`config.mk`:
```
export PLATFORM = sky130hd
export DESIGN_NAME = uart_password_sequencer
export DESIGN_NICKNAME = d
export VERILOG_FILES = /design/src/rtl/uart_password_sequencer.sv
export SDC_FILE = /design/constraint.sdc
export NUM_CORES = 1
export LEC_CHECK = 0
export BUFFER_PORTS_ARGS = -buffer_cell sky130_fd_sc_hd__buf_4
export CORE_UTILIZATION = 41
export CTS_CLUSTER_SIZE = 10
export DETAILED_ROUTE_END_ITERATION = 7
export GPL_ROUTABILITY_DRIVEN = 0
export SLEW_MARGIN = 20
export SYNTH_ARGS = -nofsm -noshare
export SYNTH_HDL_FRONTEND = slang
export SYNTH_SLANG_ARGS = --single-unit
```
`constraint.sdc`:
```
create_clock -name clk -period 4.15 [get_ports clk]
set_clock_uncertainty 0.1 [all_clocks]
set_input_delay 0.2075 -clock clk [delete_from_list [all_inputs] [get_ports clk]]
set_output_delay 0.2075 -clock clk [all_outputs]
set_load 0.1 [all_outputs]
```
`src/rtl/uart_password_sequencer.sv`:
```
// Plays an N-character password into the chip as back-to-back 8N1 UART frames,
// then classifies the chip's LED response as pass, fail or timeout.
module uart_password_sequencer #(
  parameter int CLK_HZ       = 12000000,
  parameter int BAUD         = 115200,
  parameter int N_CHARS      = 8,
  parameter int RESP_TIMEOUT = 4096
) (
  input  logic                 clk,
  input  logic                 reset_n,
  input  logic                 start,
  input  logic [8*N_CHARS-1:0] password,
  output logic                 tx,
  input  logic                 led_g_n,
  input  logic                 led_r_n,
  output logic                 busy,
  output logic                 done,
  output logic                 pass,
  output logic                 fail,
  output logic                 timeout
);
  // state     | meaning
  // IDLE      | line high, waiting for start
  // START_BIT | tx low for one bit period
  // DATA_BITS | 8 data bits, LSB first
  // STOP_BIT  | tx high; LEDs recorded during the last character's stop bit
  // WAIT_RESP | waiting for an LED or the response timeout
  // REPORT    | one-cycle done pulse with the result flags
  localparam int BAUD_P = CLK_HZ / BAUD;
  localparam int BW     = (BAUD_P > 1) ? $clog2(BAUD_P) : 1;
  localparam int TW     = $clog2(RESP_TIMEOUT + 1);
  localparam int PW     = 8 * N_CHARS;
  localparam logic [BW-1:0] BAUD_LAST = BW'(BAUD_P - 1);
  localparam logic [3:0]    LAST_CHAR = 4'(N_CHARS - 1);
  localparam logic [TW-1:0] TO_LIMIT  = TW'(RESP_TIMEOUT);

  typedef enum logic [2:0] {
    IDLE, START_BIT, DATA_BITS, STOP_BIT, WAIT_RESP, REPORT
  } state_t;

  state_t          state_q, state_d;
  logic [BW-1:0]   baud_q, baud_d;
  logic [2:0]      bit_q, bit_d;
  logic [3:0]      char_q, char_d;
  logic [TW-1:0]   to_q, to_d;
  logic [PW-1:0]   shadow_q, shadow_d;
  logic            led_g_q, led_r_q;
  logic            seen_g_q, seen_g_d, seen_r_q, seen_r_d;
  logic            tx_q, tx_d, busy_q, busy_d, done_q, done_d;
  logic            pass_q, pass_d, fail_q, fail_d, timeout_q, timeout_d;
  logic            bit_end, last_char;

  always_comb begin
    state_d   = state_q;
    baud_d    = baud_q;
    bit_d     = bit_q;
    char_d    = char_q;
    to_d      = to_q;
    shadow_d  = shadow_q;
    seen_g_d  = seen_g_q;
    seen_r_d  = seen_r_q;
    pass_d    = pass_q;
    fail_d    = fail_q;
    timeout_d = timeout_q;
    bit_end   = (baud_q == BAUD_LAST);
    last_char = (char_q == LAST_CHAR);

    if (state_q inside {START_BIT, DATA_BITS, STOP_BIT})
      baud_d = bit_end ? '0 : baud_q + 1'b1;

    case (state_q)
      IDLE: begin
        if (start) begin
          state_d   = START_BIT;
          shadow_d  = password;
          baud_d    = '0;
          bit_d     = '0;
          char_d    = '0;
          to_d      = '0;
          seen_g_d  = 1'b0;
          seen_r_d  = 1'b0;
          pass_d    = 1'b0;
          fail_d    = 1'b0;
          timeout_d = 1'b0;
        end
      end
      START_BIT: begin
        if (bit_end) state_d = DATA_BITS;
      end
      DATA_BITS: begin
        // The shadow shifts right so the next bit to send is always at bit 0.
        if (bit_end) begin
          shadow_d = {1'b0, shadow_q[PW-1:1]};
          bit_d    = bit_q + 1'b1;
          if (bit_q == 3'd7) state_d = STOP_BIT;
        end
      end
      STOP_BIT: begin
        if (last_char) begin
          if (!led_r_q) seen_r_d = 1'b1;
          if (!led_g_q) seen_g_d = 1'b1;
        end
        if (bit_end) begin
          if (last_char) begin
            state_d = WAIT_RESP;
          end else begin
            char_d  = char_q + 1'b1;
            state_d = START_BIT;
          end
        end
      end
      WAIT_RESP: begin
        to_d = to_q + 1'b1;
        // Limit is the full count, so done lands RESP_TIMEOUT+1 cycles after entry.
        if (!led_r_q || seen_r_q) begin
          fail_d  = 1'b1;
          state_d = REPORT;
        end else if (!led_g_q || seen_g_q) begin
          pass_d  = 1'b1;
          state_d = REPORT;
        end else if (to_q == TO_LIMIT) begin
          timeout_d = 1'b1;
          state_d   = REPORT;
        end
      end
      REPORT:  state_d = IDLE;
      default: state_d = IDLE;
    endcase

    tx_d = 1'b1;
    if (state_d == START_BIT)      tx_d = 1'b0;
    else if (state_d == DATA_BITS) tx_d = shadow_d[0];
    busy_d = state_d inside {START_BIT, DATA_BITS, STOP_BIT, WAIT_RESP};
    done_d = (state_d == REPORT);
  end

  always_ff @(posedge clk or negedge reset_n) begin
    if (!reset_n) begin
      state_q   <= IDLE;
      baud_q    <= '0;
      bit_q     <= '0;
      char_q    <= '0;
      to_q      <= '0;
      shadow_q  <= '0;
      led_g_q   <= 1'b1;
      led_r_q   <= 1'b1;
      seen_g_q  <= 1'b0;
      seen_r_q  <= 1'b0;
      tx_q      <= 1'b1;
      busy_q    <= 1'b0;
      done_q    <= 1'b0;
      pass_q    <= 1'b0;
      fail_q    <= 1'b0;
      timeout_q <= 1'b0;
    end else begin
      state_q   <= state_d;
      baud_q    <= baud_d;
      bit_q     <= bit_d;
      char_q    <= char_d;
      to_q      <= to_d;
      shadow_q  <= shadow_d;
      led_g_q   <= led_g_n;
      led_r_q   <= led_r_n;
      seen_g_q  <= seen_g_d;
      seen_r_q  <= seen_r_d;
      tx_q      <= tx_d;
      busy_q    <= busy_d;
      done_q    <= done_d;
      pass_q    <= pass_d;
      fail_q    <= fail_d;
      timeout_q <= timeout_d;
    end
  end

  assign tx      = tx_q;
  assign busy    = busy_q;
  assign done    = done_q;
  assign pass    = pass_q;
  assign fail    = fail_q;
  assign timeout = timeout_q;
endmodule

```
==> results.txt, run 1 <==
- Each instance of the synthesized netlist takes up on average between 9 and 10 um^2.
- The die is approximately 110 um wide.
- Fraction of final layout cells with drive strength greater than 1: 17.36%
- Ordered list of cells on the worst path: nor4b_4 > buf_12 > and2_1 > a221o_1 > nor2b_1 > mux2i_1
- The initial antenna violation count is 0.
* Total via count after detailed routing: 3,821
* Max Cap Violations: 0
- After synthesis, the largest area contributor takes up 54.16% of total cell area.
- Largest net degree at the start of global routing: 73
- Tightest slew margin relative to the limit: approximately 38%
- Number of nets produced by synthesis: 551
- EDFF count, synth: 0
* CTS-repair resized insts: 0
- Row count: 38
* Area of all placed cells without fillers: ~0.0062 mm^2
- After clock tree synthesis, the setup repair step added 0 buffers.
- Detailed-routing iteration count for the pre-antenna-repair pass: 5
- Dpl cell area: 0.005316 mm^2
- In the final routed layout, each cell accounts on average for approximately 14 um.
* Static leakage power: 3.029 nW
- The run finished with clean final reports.
- The clock passes through at most 2 buffers.
- Port buffering added 74 buffers.
* Most frequently used cell type in the post-synthesis netlist: sky130_fd_sc_hd__nand2_1
- The clock net in this run drives a total of between 100 and 150 sinks.
* Crit path kind: reg -> reg
- The hold violation total from the final report came to 0.
- Static timing analysis puts the maximum clock frequency at ~400 MHz.
- The largest total area in the synthesized netlist belongs to sky130_fd_sc_hd__dfrtp_1.
- During I/O placement, the number of pins put on the boundary was 75.
* Area Overhead vs Synth: 33.81%
* Setup repair after global routing missed its margin: no
* Gate count of the mapped netlist: around 480
* Slew at the pin with the worst max-slew slack: slightly above 900 ps
* Number of flip-flops and latches in the synthesized netlist: approximately 100
- Grt total ovfl: 0
- Once detail routing completed, the nets flagged for antenna violations numbered 0.
* Number of hold buffers added after cts: 65
* Cell Pwr Density: around 420 mW/mm^2
* Pre-CTS worst setup slack: around 1700 ps
- After detailed routing, the number of remaining DRC violations is 0.
* Area used by sequential logic in the layout: about 0.0026 mm^2
* Largest cells by area after synthesis: sky130_fd_sc_hd__dfrtp_1, sky130_fd_sc_hd__nand2_1, sky130_fd_sc_hd__a22oi_1
- GRT Resource Usage Total: ~19%
- TritonCTS built the clock tree.
- After synthesis, the netlist uses 50 different library cells.
- The tree is rooted in a sky130_fd_sc_hd__clkbuf_16.
- WP data required: ~4300 ps
* Fraction of registers with async set/reset: between 90% and 100%
* Core box area: approximately 0.011 mm^2
- Count of final max-slew check failures: 0
* Fin nets: roughly 680
- Part of the Yosys area used for sequential elements: between 50% and 60%
* Clock buffers created by TritonCTS: 9
* Share of the cycle needed by the critical path after routing: 60.18%
- The min-delay analysis places its worst path in the category in -> reg.
- At the worst endpoint, the arrival time is about 2700 ps.
- Vias in the first global route: 3,693
- Synthesized area: around 0.0047 mm^2
- Cell type group with the largest total delay on the critical path: simple AND/OR/NAND/NOR gates
* Largest fanout on the critical path: 56
- DR vias/cell: roughly 5.1
* Worst Hold Margin: ~7.7 ps
- Once the floorplan was initialized, standard cells occupied 42.49% of the core.
* Total of endpoints with negative setup slack in the final report: 0
* Peak per-stage delay on the critical path: just over 900 ps
- Summing all multi-input logic gate instances after layout gives roughly 0.0019 mm^2.
- Kind of launch point of the worst setup path: register
- Worst setup EP type: register
- Max VDD drop: ~0.45 mV
- Total detailed-routing wirelength: between 10,000 and 15,000 um
- The number of buffers and inverters on the critical path is 1.
- In the synthesized netlist the dominant register cell turns out to be sky130_fd_sc_hd__dfrtp_1.
* Die Footprint: approximately 0.012 mm^2
- Clk_lat worst skew: ~350 ps
* DRC marker count from the first detailed-route iteration: approximately 250
- Fill cells in the final layout number 954.
- Vertical extent of the die: 108.7 um
* Most frequent cells after synthesis: sky130_fd_sc_hd__nand2_1, sky130_fd_sc_hd__dfrtp_1, sky130_fd_sc_hd__a22oi_1, sky130_fd_sc_hd__nor2_1, sky130_fd_sc_hd__o21ai_0
* Ant diodes: 0
- In the final timing run, aggregate negative setup slack is 0 ps.
* Worst-path cell with the longest stage delay: sky130_fd_sc_hd__nor4b_4
- Global-route wire length before repair: between 15,000 and 20,000 um
- Final WS setup: 1653 ps
* Clock edge transition at the registers on the reported setup and hold paths: about 70 ps
- Synth warn: 0
* Number of H-tree branching levels: 3
- Summed over all nets, the half-perimeter wirelength after detailed placement is approximately 6400 um.
- For the finished layout, the period the worst path requires is ~2500 ps.
-- area by class of cell --
| type | instances | share of cell area (%) |
|---|---|---|
| Sequential cell | 104 | 41.74 |
| Multi-Input combinational cell | 341 | 30.96 |
| Timing Repair Buffer | 142 | 19.88 |
| Clock buffer | 9 | 3.606 |
| Tap cell | 140 | 2.805 |
| Clock inverter | 6 | 0.8415 |
| Inverter | 3 | 0.1803 |
-- worst paths after layout --
check	start	to	slack [ps]	cells past startpoint
max	state_q[0]	tx	1650	6
min	password[62]	shadow_q[62]	8	3
max reg2reg	state_q[0]	tx	1650	6
min reg2reg	shadow_q[12]	shadow_q[12]	380	2
max in group asynchronous	reset_n	shadow_q[39]	2540	3
min in group asynchronous	reset_n	char_q[2]	440	2
-- per-layer routing --
layer	wire, um	part of all wire, %	global-route usage (%)	vias up
met5	0	0	0	-
met1	4835	45	25.17	1829
li1	-	-	-	1912
met4	91	0.85	4.537	0
met2	5253	49	31.06	72
met3	504	4.7	6.097	8
-- power breakdown --
| part | total, mW | internal (mW) | switching, mW |
|---|---|---|---|
| logic | 0.494 | 0.225 | 0.269 |
| clock network | 0.808 | 0.413 | 0.395 |
| registers | 1.33 | 1.19 | 0.137 |
-- worst register-to-register path, delay by kind of cell (launching register included) --
family                 cells  cell delay [ps]
buffers and inverters      1              360
AND/OR/NAND/NOR            3             1140
multiplexers               1              120
flip-flops                 1              570
AO/OA/AOI/OAI              1              130
-- sequential cells by signal, indices dropped and copies added, names as in the netlist, 3 cells and up --
signal    count
baud_q        7
bit_q         3
char_q        4
shadow_q     64
state_q       3
to_q         13
-- kinds of logic (layout without fill, tap and decap cells) --
| logic type | after synthesis | count (layout) | share of synthesized area (%) |
|---|---|---|---|
| AO/OA/AOI/OAI | 102 | 102 | 15.50 |
| XOR/XNOR | 7 | 7 | 1.314 |
| adder cells (fa/ha/maj) | 6 | 6 | 1.609 |
| buffers and inverters | 31 | 160 | 3.110 |
| flip-flops | 104 | 104 | 55.84 |
| multiplexers | 9 | 9 | 1.957 |
| AND/OR/NAND/NOR | 217 | 217 | 20.67 |
-- cell usage in the layout, fill, tap and decap left out, types with 3 or more instances in the layout --
| cell type | count |
|---|---|
| sky130_fd_sc_hd__and3_1 | 4 |
| sky130_fd_sc_hd__xor2_1 | 3 |
| sky130_fd_sc_hd__clkbuf_16 | 9 |
| sky130_fd_sc_hd__dfrtp_1 | 101 |
| sky130_fd_sc_hd__xnor2_1 | 4 |
| sky130_fd_sc_hd__nor3_1 | 3 |
| sky130_fd_sc_hd__a22oi_1 | 63 |
| sky130_fd_sc_hd__o21ai_0 | 21 |
| sky130_fd_sc_hd__nand3_1 | 8 |
| sky130_fd_sc_hd__dlygate4sd3_1 | 65 |
| sky130_fd_sc_hd__nand4_1 | 6 |
| sky130_fd_sc_hd__mux2i_1 | 8 |
| sky130_fd_sc_hd__nand2b_1 | 4 |
| sky130_fd_sc_hd__nand2_1 | 152 |
| sky130_fd_sc_hd__a21oi_1 | 6 |
| sky130_fd_sc_hd__inv_1 | 3 |
| sky130_fd_sc_hd__buf_4 | 76 |
| sky130_fd_sc_hd__nor2_1 | 21 |
| sky130_fd_sc_hd__dfstp_2 | 3 |
| sky130_fd_sc_hd__ha_1 | 6 |
-- per-stage QoR --
stage	util (%)	cells	total power [mW]
floorplan	-	476	1.628
global placement	48.41	665	1.773
detailed placement	48.41	665	1.792
CTS	56.86	745	2.658
global route	56.86	745	2.782
finish	56.86	745	2.631
No activity file was read; power rests on OpenSTA's default activity.
==> run 2, diff against run 1 <==
==> constraint.sdc (replaced) <==
create_clock -name clk -period 2.2 [get_ports clk]
set_clock_uncertainty 0.1 [all_clocks]
set_input_delay 0.11 -clock clk [delete_from_list [all_inputs] [get_ports clk]]
set_output_delay 0.11 -clock clk [all_outputs]
set_load 0.1 [all_outputs]
==> run 2 against run 1 <==
Sequential power up 88%. Non-clock buffer count up 10. Clock-buffer cell count up 2. Global-route usage up 0.64 points. Highest routed layer unchanged. Register-to-register slack worse by 1500 ps. Design area up 2.4%. Largest cell class unchanged.
==> results.txt, run 2 (same netlist as run 1, synthesis figures left out) <==
* Cell Count, Final, Fillers Out: 755 (was 745)
- The number of slew-limit violations in the final report is 0 (unchanged).
- The maximum frequency from static timing analysis was 490.0 MHz (was 400.4 MHz).
* Overall Power: 5.164 mW (was 2.631 mW)
* Fraction of final layout cells with drive strength greater than 1: 18.21% (was 17.36%)
* Worst setup EP type: register (unchanged)
* Kind of launch point of the worst setup path: register (unchanged)
* Number of hold violations in the final report: 0 (unchanged)
* Initial Utilization: 42.49% (unchanged)
* Max Cap Violations: 0 (unchanged)
- Global-route wire length before repair: 18,210 um (was 17,480 um)
- The static leakage was 3.107 nW (was 3.029 nW).
- The worst-margin pin slew came to 669.4 ps (was 926.8 ps).
- Die extent in x: 108.7 um (unchanged)
- The pin count of the biggest net entering global routing was 69 (was 73).
* Ant diodes: 0 (unchanged)
- Peak per-stage delay on the critical path: 540 ps (was 910 ps)
* Fill cell total of the finished layout: 930 (was 954)
- The residual overflow from global routing was 0 (unchanged).
- Clock buffers created by TritonCTS: 9 (unchanged)
* Data arrival at the endpoint of the critical path: 2220 ps (was 2680 ps)
- The post-route minimum period came to 2041 ps (was 2497 ps).
- The number of port buffers was 74 (unchanged).
- The maximum buffer depth of the clock tree came to 2 (unchanged).
- Detailed-routing iteration count for the pre-antenna-repair pass: 5 (unchanged)
- The post-detailed-placement cell area was 0.005421 mm^2 (was 0.005316 mm^2).
- Clock root cell: sky130_fd_sc_hd__clkbuf_16 (unchanged)
- Ordered list of cells on the worst path: ha_1 > nand2_1 > or4_1 > a31oi_1 > or2_2 > mux2i_1 (was nor4b_4 > buf_12 > and2_1 > a221o_1 > nor2b_1 > mux2i_1)
- The area of the die is 0.01181 mm^2 (unchanged).
- Detailed-placement wirelength estimate: 6597 um (was 6417 um)
* CTS tree: done (unchanged)
- Setup total negative slack: 0 ps (unchanged)
- The register area is 0.002606 mm^2 (unchanged).
* Clock tree sinks: 104 (unchanged)
- The data required time of the critical path was 2380 ps (was 4330 ps).
- The period utilization came to 92.76% (was 60.18%).
- Core box area: 0.01098 mm^2 (unchanged)
- The average vias per placed instance is 5.160 (was 5.129).
- The clock edge transition at the registers on the reported setup and hold paths came to 70 ps (about the same).
- Crit path kind: reg -> reg (unchanged)
* Worst-path cell with the longest stage delay: sky130_fd_sc_hd__or4_1 (was sky130_fd_sc_hd__nor4b_4)
- The H-tree level count is 3 (unchanged).
- Area Overhead vs Synth: 37.00% (was 33.81%)
* Cell Pwr Density: 807.7 mW/mm^2 (was 421.3 mW/mm^2)
- Largest fanout on the critical path: 5 (was 56)
* I/O pins: 75 (unchanged)
- Run status: complete, no violations (unchanged).
- Per-cell routed wire length: 14.29 um (was 14.34 um)
- Tightest slew margin relative to the limit: 55.38% (was 37.95%)
- Total of endpoints with negative setup slack in the final report: 0 (unchanged)
* Type of the tightest min-delay check: in -> reg (unchanged)
- Commonest non-fill, non-tap cell in the layout: sky130_fd_sc_hd__nand2_1 (unchanged)
* Max VDD drop: 0.5010 mV (was 0.4496 mV)
- The clock latency on the worst-skew pair was 350 ps (about the same).
- The initial antenna violation count was 0 (unchanged).
- Most used cells in the layout excluding fill and tap cells: sky130_fd_sc_hd__nand2_1, sky130_fd_sc_hd__dfrtp_1, sky130_fd_sc_hd__buf_4 (unchanged).
- Inst Count DP: 674 (was 665)
- Antenna viol nets, final: 0 (unchanged)
- Register with the most flip-flops: shadow_q (unchanged)
- The final cell area excluding filler cells came to 0.006394 mm^2 (was 0.006245 mm^2).
* Flip-flop count of the largest register after layout: 64 (unchanged)
* Area of combinational cells with multiple inputs: 0.001933 mm^2 (unchanged)
- Total via count after detailed routing: 3,896 (was 3,821)
- The number of global-route vias before repair came to 3,849 (was 3,693).
* GRT Resource Usage Total: 19.85% (was 19.21%)
- Worst Hold Margin: 33.08 ps (was 7.677 ps)
* Vertical extent of the die: 108.7 um (unchanged)
- The DRC violations left is 0 (unchanged).
- The number of buffers inserted to repair setup after CTS came to 0 (unchanged).
- The net count of the finished layout is 686 (was 676).
- Top Registers: shadow_q (64), to_q (13), baud_q (7) (unchanged)
* DRC marker count from the first detailed-route iteration: 285 (was 251)
* Row count: 38 (unchanged)
- Total detailed-routing wirelength: 10,790 um (was 10,680 um)
- Setup repair after global routing missed its margin: no (unchanged)
==> run 2: cell types whose count changed in the layout (fill, tap and decap cells not counted) <==
cell                            change
sky130_fd_sc_hd__buf_4              +6
sky130_fd_sc_hd__buf_12             +3
sky130_fd_sc_hd__bufinv_16          +2
sky130_fd_sc_hd__clkbuf_1           +2
sky130_fd_sc_hd__inv_6              -2
sky130_fd_sc_hd__clkinv_4           -1
sky130_fd_sc_hd__clkinvlp_4         -1
sky130_fd_sc_hd__dlygate4sd3_1      +1
==> run 2: area by class of cell <==
cell class                 count  area share [%]
sequential                   104           40.76
multi-input combinational    341           30.23
timing repair buffer         152           21.21
clock buffer                  11           3.640
tap                          140           2.740
clock inverter                 4           1.233
inverter                       3          0.1761
==> run 2: metrics by stage <==
step / setup WS, ps / util, %
6_report: 159.3 / 58.21
4_1_cts: 163.1 / 58.21
2_1_floorplan: 205.6 / -
5_1_grt: 20.62 / 58.21
3_3_place_gp: 212.5 / 49.36
3_5_place_dp: 192.5 / 49.36
==> run 2: report_power, final <==
part | switching, mW | internal (mW)
registers | 0.255 | 2.25
logic | 0.517 | 0.433
clock network | 0.710 | 1.00
==> run 2: timing repair <==
item                      in CTS  in global routing
hold endpoints to repair     110                  0
gates resized for setup        0                  0
hold buffers                  66                  0
==> run 2: critical path, delay by kind of cell, from the launching register on <==
kind / cells / cell delay [ps]
compound gates: 1 / 180
fa+ha+maj: 1 / 260
mux: 1 / 180
simple gates: 3 / 870
flops: 1 / 390
==> run 2: worst paths after layout <==
path	from	endpoint	slack, ps	cells past startpoint
min in group asynchronous	reset_n	timeout	240	2
worst max-delay path	baud_q[0]	tx	160	6
worst min-delay path	password[0]	shadow_q[0]	30	3
worst max register to register	baud_q[0]	tx	160	6
worst min register to register	shadow_q[5]	shadow_q[5]	380	2
max in group asynchronous	reset_n	baud_q[6]	1120	3
==> run 2: metal layers <==
metal | global-route usage, % | share of wire (%) | vias to the layer above
met5 | 0 | 0 | -
met2 | 32.28 | 48 | 82
met3 | 4.782 | 4.3 | 11
met1 | 26.05 | 47 | 1877
met4 | 6.564 | 1.2 | 0
li1 | - | - | 1926
==> run 3, diff against run 2 <==
--- a/config.mk
+++ b/config.mk
@@ -6,10 +6,11 @@
 export NUM_CORES = 1
 export LEC_CHECK = 0
 export BUFFER_PORTS_ARGS = -buffer_cell sky130_fd_sc_hd__buf_4
-export CORE_UTILIZATION = 41
+export CORE_UTILIZATION = 30
 export CTS_CLUSTER_SIZE = 10
 export DETAILED_ROUTE_END_ITERATION = 7
 export GPL_ROUTABILITY_DRIVEN = 0
+export HOLD_SLACK_MARGIN = 0.06
 export SLEW_MARGIN = 20
 export SYNTH_ARGS = -nofsm -noshare
 export SYNTH_HDL_FRONTEND = slang
==> run 3 against run 2 <==
Setup slack worse by 8.8 ps. Total power up 1.0%. Sequential share of layout area down 0.50 points. Wire length up 3.7%. Global-route usage down 4.8 points. Final cell count up 6.8%.
==> results.txt, run 3 (same netlist as run 1, synthesis figures left out) <==
- The peak-usage layer in the global routing report is met2 (unchanged).
- Grt total ovfl: 0 (unchanged)
* Detailed-routing iteration count for the pre-antenna-repair pass: 5 (unchanged)
* Inst Count DP: 724 (was 674)
- The highest ir drop seen on vdd came to 0.4727 mV (was 0.5010 mV).
- The initial standard-cell utilization of the core was 30.70% (was 42.49%).
- The static leakage is 3.121 nW (was 3.107 nW).
* Antenna viol nets, final: 0 (unchanged)
- Upper clock frequency limit: 487.9 MHz (was 490.0 MHz)
* Tightest slew margin relative to the limit: 57.07% (was 55.38%)
- Count of final max-slew check failures: 0 (unchanged)
- Number of H-tree branching levels: 3 (unchanged)
- Largest net degree at the start of global routing: 51 (was 69)
* Clock tree sinks: 104 (unchanged)
- DRC violation count after routing: 0 (unchanged)
- DR vias/cell: 4.923 (was 5.160)
- CTS tree: done (unchanged)
- The wire length of the first global-routing pass came to 19,220 um (was 18,210 um).
- Flip-flop count of the largest register after layout: 64 (unchanged)
- Run status: complete, no violations (unchanged)
- Overall Power: 5.216 mW (was 5.164 mW)
- The met2 demand-to-capacity share in global routing is 25.06% (was 32.28%).
- Minimum period implied by the final worst setup slack: 2050 ps (was 2041 ps)
* Total via count after detailed routing: 3,968 (was 3,896)
- Most used cells in the layout excluding fill and tap cells: sky130_fd_sc_hd__nand2_1, sky130_fd_sc_hd__dfrtp_1, sky130_fd_sc_hd__buf_4 (unchanged)
* Met3 track utilization from global routing: 4.555% (was 4.782%)
- The type of the worst setup path is reg -> reg (unchanged).
* Commonest non-fill, non-tap cell in the layout: sky130_fd_sc_hd__nand2_1 (unchanged)
* Post-CTS setup buffers: 0 (unchanged)
- Total detailed-routing wirelength: 11,180 um (was 10,790 um)
- WP data required: 2380 ps (about the same)
- Share of the cycle needed by the critical path after routing: 93.16% (was 92.76%)
- The final cell area excluding filler cells came to 0.006472 mm^2 (was 0.006394 mm^2).
* Number of hold violations in the final report: 0 (unchanged)
- Detailed-placement wirelength estimate: 6972 um (was 6597 um)
- The kind of start point of the critical path is a register (unchanged).
* Type of the tightest min-delay check: in -> async (was in -> reg)
- The total number of placement rows is 45 (was 38).
* Clock buffers created by TritonCTS: 9 (unchanged)
* Fin nets: 689 (was 686)
* I/O pins: 75 (unchanged)
* Cell Pwr Density: 806.0 mW/mm^2 (was 807.7 mW/mm^2)
- The maximum buffer depth of the clock tree came to 2 (unchanged).
* DRC marker count from the first detailed-route iteration: 187 (was 285)
- The clock edge transition at the registers on the reported setup and hold paths was 70 ps (about the same).
* Number of input and output port buffers inserted: 74 (unchanged)
- The clock root buffer was sky130_fd_sc_hd__clkbuf_16 (unchanged).
- The total core area came to 0.01520 mm^2 (was 0.01098 mm^2).
* Clk_lat worst skew: 350 ps (about the same)
- The initial antenna violation count is 0 (unchanged).
* Total of endpoints with negative setup slack in the final report: 0 (unchanged)
* Slew at the pin with the worst max-slew slack: 643.9 ps (was 669.4 ps)
- Die extent in x: 126.7 um (was 108.7 um)
- The count of non-filler cells in the finished layout was 806 (was 755).
* Dpl cell area: 0.005472 mm^2 (was 0.005421 mm^2)
- Worst setup EP type: register (unchanged)
- End-of-flow core utilization: 42.58% (was 58.21%)
- The global-route usage over all layers came to 15.05% (was 19.85%).
* Top Registers: shadow_q (64), to_q (13), baud_q (7) (unchanged)
- The area of the die is 0.01606 mm^2 (was 0.01181 mm^2).
- Register with the most flip-flops: shadow_q (unchanged)
- Fraction of final layout cells with drive strength greater than 1: 18.93% (was 18.21%)
- Area Overhead vs Synth: 38.69% (was 37.00%)
- The number of maximum-capacitance constraint violations was 0 (unchanged).
- Vertical extent of the die: 126.7 um (was 108.7 um)
- The number of antenna repair diodes came to 0 (unchanged).
- Per-cell routed wire length: 13.87 um (was 14.29 um)
* Vias in the first global route: 4,012 (was 3,849)
- Largest fanout on the critical path: 5 (unchanged)
- Setup repair after global routing missed its margin: no (unchanged).
* Setup total negative slack: 0 ps (unchanged)
- The met1 track demand over resource was 18.83% (was 26.05%).
- Data arrival at the endpoint of the critical path: 2230 ps (was 2220 ps)
run 3: path summary, 6_finish.rpt:
kind / depth (start not counted) / from / end / slack, ps
min in group clk: 4 / start / state_q[0] / 250
worst max register to register: 6 / baud_q[0] / tx / 150
worst min-delay path: 2 / reset_n / to_q[0] / 230
worst min register to register: 2 / shadow_q[54] / shadow_q[54] / 380
max in group asynchronous: 3 / reset_n / shadow_q[51] / 1090
worst max-delay path: 6 / baud_q[0] / tx / 150
run 3: metal layers:
metal | vias up | routed length, um
met1 | 1934 | 5169
li1 | 1936 | -
met4 | 0 | 175
met2 | 82 | 5424
met3 | 16 | 413
met5 | - | 0
run 3: metrics by stage:
stage          hold WS [ps]  setup slack, ps
3_3_place_gp          75.45            202.6
5_1_grt               263.2           0.9310
4_1_cts               223.4            143.0
3_5_place_dp          77.42            164.7
2_1_floorplan        -285.6            205.6
6_report              231.6            150.5
run 3: repair_timing:
action / CTS / global route
resized for setup: 0 / 1
endpoints found under the setup margin: 0 / 1
endpoints found under the hold margin: 109 / 0
hold buffers: 67 / 0
run 3: final cells by class:
cell class	count	area [um^2]
clock buffers	10	239.0
clock inverters	5	87.58
fillers	1448	8730
inverters	3	11.26
multi-input cells	341	1937
flip-flops and latches	104	2606
well taps	188	235.2
repair buffers	155	1356
run 3: power breakdown:
part	switching, mW	internal, mW	total (mW)
Sequential	0.256	2.25	2.51
Combinational	0.516	0.433	0.949
Clock	0.728	1.03	1.76
run 3: critical path: stages (launching register included):
cell and delay (ps):
sky130_fd_sc_hd__dfrtp_1 390, sky130_fd_sc_hd__ha_1 240, sky130_fd_sc_hd__nand2_1 170, sky130_fd_sc_hd__or4_1 540
sky130_fd_sc_hd__a31oi_1 190, sky130_fd_sc_hd__or2_2 160, sky130_fd_sc_hd__mux2i_1 180
